==> src/rtl/tdec_wrap_out_sched.sv <==
// Output scheduler for the turbo-decoder wrapper byte FIFO: prepends the length
// header, admits upstream bytes under almost-full backpressure and drains to a valid/ready stream.
module tdec_wrap_out_sched #(
   parameter int unsigned LEN_W  = 16,
   parameter bit          HDR_EN = 1'b1
) (
   input  logic             clk,
   input  logic             rst,
   input  logic             start,
   input  logic [LEN_W-1:0] blk_len,
   input  logic             abort,
   input  logic             src_vld,
   input  logic [7:0]       src_data,
   output logic             src_rdy,
   output logic             fifo_wr_en,
   output logic [7:0]       fifo_wr_data,
   output logic             fifo_rd_en,
   input  logic [7:0]       fifo_rd_data,
   input  logic             fifo_empty,
   input  logic             fifo_almost_full,
   output logic             fifo_flush,
   output logic             out_vld,
   output logic [7:0]       out_data,
   output logic             out_last,
   input  logic             out_rdy,
   output logic             busy,
   output logic             done
);

   typedef enum logic [2:0] {S_IDLE, S_HDR, S_DATA, S_DRAIN, S_DONE} state_t;

   localparam logic [LEN_W:0] ONE       = (LEN_W+1)'(1);
   localparam logic [LEN_W:0] HDR_BYTES = HDR_EN ? (LEN_W+1)'(2) : '0;

   state_t           state, state_nx;
   logic [LEN_W-1:0] len_q, len_nx;
   logic [LEN_W:0]   total_q, total_nx;
   logic [LEN_W:0]   wr_cnt, wr_cnt_nx;
   logic [LEN_W:0]   rd_cnt, rd_cnt_nx;
   logic             hdr_idx, hdr_idx_nx;
   logic [15:0]      hdr_word;
   logic             rd_side;

   // Header is always two bytes; narrower lengths are zero-extended.
   generate
      if (LEN_W >= 16) begin : g_hdr_wide
         assign hdr_word = len_q[15:0];
      end else begin : g_hdr_narrow
         assign hdr_word = {{(16-LEN_W){1'b0}}, len_q};
      end
   endgenerate

   always_ff @(posedge clk or posedge rst) begin
      if (rst) begin
         state   <= S_IDLE;
         len_q   <= '0;
         total_q <= '0;
         wr_cnt  <= '0;
         rd_cnt  <= '0;
         hdr_idx <= 1'b0;
      end else begin
         state   <= state_nx;
         len_q   <= len_nx;
         total_q <= total_nx;
         wr_cnt  <= wr_cnt_nx;
         rd_cnt  <= rd_cnt_nx;
         hdr_idx <= hdr_idx_nx;
      end
   end

   always_comb begin
      state_nx     = state;
      len_nx       = len_q;
      total_nx     = total_q;
      wr_cnt_nx    = wr_cnt;
      rd_cnt_nx    = rd_cnt;
      hdr_idx_nx   = hdr_idx;
      src_rdy      = 1'b0;
      fifo_wr_en   = 1'b0;
      fifo_wr_data = '0;
      fifo_rd_en   = 1'b0;
      fifo_flush   = 1'b0;
      out_vld      = 1'b0;
      out_data     = '0;
      out_last     = 1'b0;
      done         = 1'b0;
      busy         = (state != S_IDLE);
      rd_side      = (state == S_HDR) || (state == S_DATA) || (state == S_DRAIN);

      if (abort) begin
         fifo_flush = 1'b1;
         state_nx   = S_IDLE;
         wr_cnt_nx  = '0;
         rd_cnt_nx  = '0;
         hdr_idx_nx = 1'b0;
      end else begin
         if (rd_side) begin
            out_vld    = !fifo_empty;
            out_data   = out_vld ? fifo_rd_data : '0;
            fifo_rd_en = out_vld && out_rdy;
            out_last   = out_vld && (rd_cnt == total_q - ONE);
            if (fifo_rd_en) rd_cnt_nx = rd_cnt + ONE;
         end

         case (state)
            S_IDLE: begin
               if (start) begin
                  len_nx     = blk_len;
                  total_nx   = {1'b0, blk_len} + HDR_BYTES;
                  wr_cnt_nx  = '0;
                  rd_cnt_nx  = '0;
                  hdr_idx_nx = 1'b0;
                  if (HDR_EN)            state_nx = S_HDR;
                  else if (blk_len == '0) state_nx = S_DONE;
                  else                   state_nx = S_DATA;
               end
            end
            S_HDR: begin
               if (!fifo_almost_full) begin
                  fifo_wr_en   = 1'b1;
                  fifo_wr_data = hdr_idx ? hdr_word[7:0] : hdr_word[15:8];
                  hdr_idx_nx   = !hdr_idx;
                  if (hdr_idx) state_nx = (len_q == '0) ? S_DRAIN : S_DATA;
               end
            end
            S_DATA: begin
               src_rdy = !fifo_almost_full;
               if (src_vld && src_rdy) begin
                  fifo_wr_en   = 1'b1;
                  fifo_wr_data = src_data;
                  wr_cnt_nx    = wr_cnt + ONE;
                  if (wr_cnt + ONE == {1'b0, len_q}) state_nx = S_DRAIN;
               end
            end
            S_DRAIN: begin
               if (fifo_rd_en && out_last) state_nx = S_DONE;
            end
            S_DONE: begin
               done       = 1'b1;
               state_nx   = S_IDLE;
               wr_cnt_nx  = '0;
               rd_cnt_nx  = '0;
               hdr_idx_nx = 1'b0;
            end
            default: state_nx = S_IDLE;
         endcase
      end
   end

endmodule

==> config.mk <==
export PLATFORM = sky130hd
export DESIGN_NAME = tdec_wrap_out_sched
export DESIGN_NICKNAME = d
export VERILOG_FILES = /design/src/rtl/tdec_wrap_out_sched.sv
export SDC_FILE = /design/constraint.sdc
export NUM_CORES = 1
export LEC_CHECK = 0
export ABC_CLOCK_PERIOD_IN_PS = 3800
export CAP_MARGIN = 20
export CORE_ASPECT_RATIO = 0.7
export CORE_UTILIZATION = 56
export DETAILED_ROUTE_END_ITERATION = 16
export PLACE_DENSITY = 0.92
export SYNTH_ARGS = -nofsm -noshare
export SYNTH_HDL_FRONTEND = slang
export SYNTH_SLANG_ARGS = --single-unit
==> constraint.sdc <==
create_clock -name clk -period 3.8 [get_ports clk]
set_input_delay 0.38 -clock clk [delete_from_list [all_inputs] [get_ports clk]]
set_output_delay 0.38 -clock clk [all_outputs]
set_load 0.01 [all_outputs]
==> reports/metrics.cfg <==
[logic_synthesis]
yosys_top_cell_by_area=sky130_fd_sc_hd__dfrtp_1
mappedNetlistArea_mm2=0.004723
yosys-top-cells-area=sky130_fd_sc_hd__dfrtp_1, sky130_fd_sc_hd__xnor2_1, sky130_fd_sc_hd__nand2_1, sky130_fd_sc_hd__xor2_1, sky130_fd_sc_hd__o21ai_0
synth_seq_area_share_pct=37.09
yosys_most_used_dff=sky130_fd_sc_hd__dfrtp_1
syn_nets=608
yosys_register_bits=70
synthDominantCellAreaShare_pct=37.09
syn-mean-instance-area_um2=8.375
ys.warnings.count=0
async_flop_share_pct=100.0
syn-instance-count=564
synthDistinctLibCells=56
synth-edff-count=0
yosys-top-cells-count=sky130_fd_sc_hd__nand2_1, sky130_fd_sc_hd__dfrtp_1, sky130_fd_sc_hd__nor2_1
synth.most_common_cell=sky130_fd_sc_hd__nand2_1

[route]
detail_route.vias_per_cell=6.309
route.final.wire_length_um=13090
drtAntennaViolNets=0
post_drt_wl_per_cell_um=17.98
num_vias=4593
initialDrtViolationCount=592
drc=8
firstDrtPassIters=13

[clock_network]
cts-htree-levels=3
ctsLongestPathBuffers=2
clk_transition_reported_paths_ns=0.06
clock-root-buffer=sky130_fd_sc_hd__clkbuf_16
tritoncts.num_buffers=9
clock_insertion_delay_worst_skew_ns=0.34
cts_tree=done
cts_hold_repair.buffers=0
tritoncts_num_sinks=70

[status]
run_status=complete, but fails checks
failing_checks=DRC

[global_route]
grt_antenna_before_repair=0
gr-usage-all-layers_pct=30.75
grt_first_pass_wirelength_um=21200
grt_start_max_net_pins=54
vias_in_the_first_global_route=4239
globalRoute.totalOverflow=0

[setup_path]
cp_data_required_time_ns=3.42
crit_path_start_kind=flip-flop
endpoint_kind=output pin
arrival_ns=3.17
worst-setup-path-type=flip-flop to output pin
cp_max_fo=9
r2r.worst_path.cells=7

[final_layout]
postLayoutCellArea_mm2=0.005762
post_route_core_utilization_pct=71.96
antenna_cells_inserted=0
drive_gt1_share_pct=7.177
nFillCells=605
fin_nets=666
flow.area_growth_from_synthesis_pct=21.99

[placement]
finalWeightedCongestion=0.9155
io_buffers=63
postPlaceCellArea_mm2=0.005394
dp_hpwl_um=9377
place_ws_ns=0.2546

[power_and_ir_drop]
worst_ir_drop_vdd_uv=313.9
static-leakage-power_nw=2.377
totalPowerFinal_mw=3.434
pwr_density_cell_mw_per_mm2=596.0

[floorplanning]
io_pins=64
placeableCoreArea_mm2=0.008006
die_h_um=78.84
initial_utilization_pct=58.99
die_width_um=111.8
std_cell_rows=27
dieArea_mm2=0.008812

[timing]
worst_margin_pin_slew_ns=0.9200
report.final.setup_viol=0
finalCriticalPeriod_ns=3.550
post-route-worst-setup-slack_ns=0.2497
rsz0062_at_grt=false
slew_hr_pct=38.67
timing.fmax_mhz=281.7
finalCritPeriodShare_pct=93.43
drv_slew=0
finalClockSkew_ns=0.007837
totalNegativeSetupSlack_ns=0
hold_violations=0

[worst_hold_path]
timing.hold.worst.class=input pin to async pin

[run]
drv_cap=0

path summary, 6_finish.rpt:
path | start | slack, ns | end
max in group asynchronous | rst | 2.53 | hdr_word[2]
setup reg to reg | total_q[4] | 0.85 | state[1]
hold / removal | rst | 0.39 | rd_cnt[3]
setup / recovery | total_q[4] | 0.25 | out_last
min in group clk | wr_cnt[16] | 0.51 | wr_cnt[16]
hold reg to reg | wr_cnt[16] | 0.51 | wr_cnt[16]
critical path, cell delays in order, from the launching register on:
cell and delay (ns):
sky130_fd_sc_hd__dfrtp_1 0.41, sky130_fd_sc_hd__nor2_1 0.47, sky130_fd_sc_hd__nand4_1 0.21, sky130_fd_sc_hd__or4_1 0.46, sky130_fd_sc_hd__xnor2_1 0.17, sky130_fd_sc_hd__or4_4 0.55, sky130_fd_sc_hd__nor4_1 0.27, sky130_fd_sc_hd__dlygate4sd2_1 0.31
cell usage in the layout, fill, tap and decap left out, types with 4 or more instances in the layout:
| cell | n |
|---|---|
| sky130_fd_sc_hd__a21oi_1 | 12 |
| sky130_fd_sc_hd__nand4_1 | 14 |
| sky130_fd_sc_hd__dfrtp_1 | 70 |
| sky130_fd_sc_hd__nand2b_1 | 5 |
| sky130_fd_sc_hd__xor2_1 | 32 |
| sky130_fd_sc_hd__ha_1 | 4 |
| sky130_fd_sc_hd__nor3_1 | 14 |
| sky130_fd_sc_hd__xnor2_1 | 43 |
| sky130_fd_sc_hd__nand3_1 | 26 |
| sky130_fd_sc_hd__o21ai_0 | 42 |
| sky130_fd_sc_hd__nor2_1 | 55 |
| sky130_fd_sc_hd__buf_4 | 11 |
| sky130_fd_sc_hd__o31ai_1 | 10 |
| sky130_fd_sc_hd__or3_1 | 4 |
| sky130_fd_sc_hd__nand2_1 | 92 |
| sky130_fd_sc_hd__mux2_2 | 8 |
| sky130_fd_sc_hd__and4_1 | 4 |
| sky130_fd_sc_hd__and2_1 | 12 |
| sky130_fd_sc_hd__clkbuf_16 | 9 |
| sky130_fd_sc_hd__a22oi_1 | 10 |
| sky130_fd_sc_hd__inv_1 | 9 |
| sky130_fd_sc_hd__clkdlybuf4s50_1 | 62 |
| sky130_fd_sc_hd__and3_1 | 12 |
| sky130_fd_sc_hd__nor4_1 | 11 |
final cells by class:
class                           count  area (µm²)  area share (%)
Inverter                           10       37.54          0.6515
Tap cell                          101       126.4           2.193
Sequential cell                    70        1752           30.40
Timing Repair Buffer               75       732.0           12.70
Clock inverter                      5       81.33           1.412
Clock buffer                       11       252.7           4.387
Multi-Input combinational cell    456        2780           48.25
metal layers:
layer,up-vias,global-route usage (%),part of all wire [%]
met4,0,10.41,1.9
li1,2098,-,-
met2,263,48.39,44
met5,-,0,0
met1,2199,42.53,44
met3,33,6.183,10
logic make-up (layout without fill, tap and decap cells):
group | after synthesis | after routing | share of synthesized area, %
simple gates | 268 | 268 | 28.29
compound gates | 99 | 99 | 13.27
xor+xnor | 75 | 75 | 13.91
flops | 70 | 70 | 37.09
buf+inv | 38 | 101 | 4.053
mux | 10 | 10 | 2.331
fa+ha+maj | 4 | 4 | 1.060
state kept, by name, indices dropped and copies added (netlist names):
register	count
hdr_word	16
wr_cnt	17
rd_cnt	17
total_q	16
state	3
hdr_idx	1
power breakdown:
part           switching [mW]  internal [mW]
clock network           0.330          0.610
logic                   0.694          0.565
registers               0.309          0.925
through the flow:
stage               instances  hold slack [ns]
global placement          708           0.4923
CTS                       727           0.5133
global route              728           0.4409
detailed placement        709           0.5023
finish                    728           0.3931
floorplan                 564           0.4713
repair_timing:
| item | CTS | global route |
|---|---|---|
| setup buffers | 2 | 0 |
| endpoints found under the setup margin | 1 | 0 |
| gates resized for setup | 1 | 0 |
No activity file was read; power rests on OpenSTA's default activity.
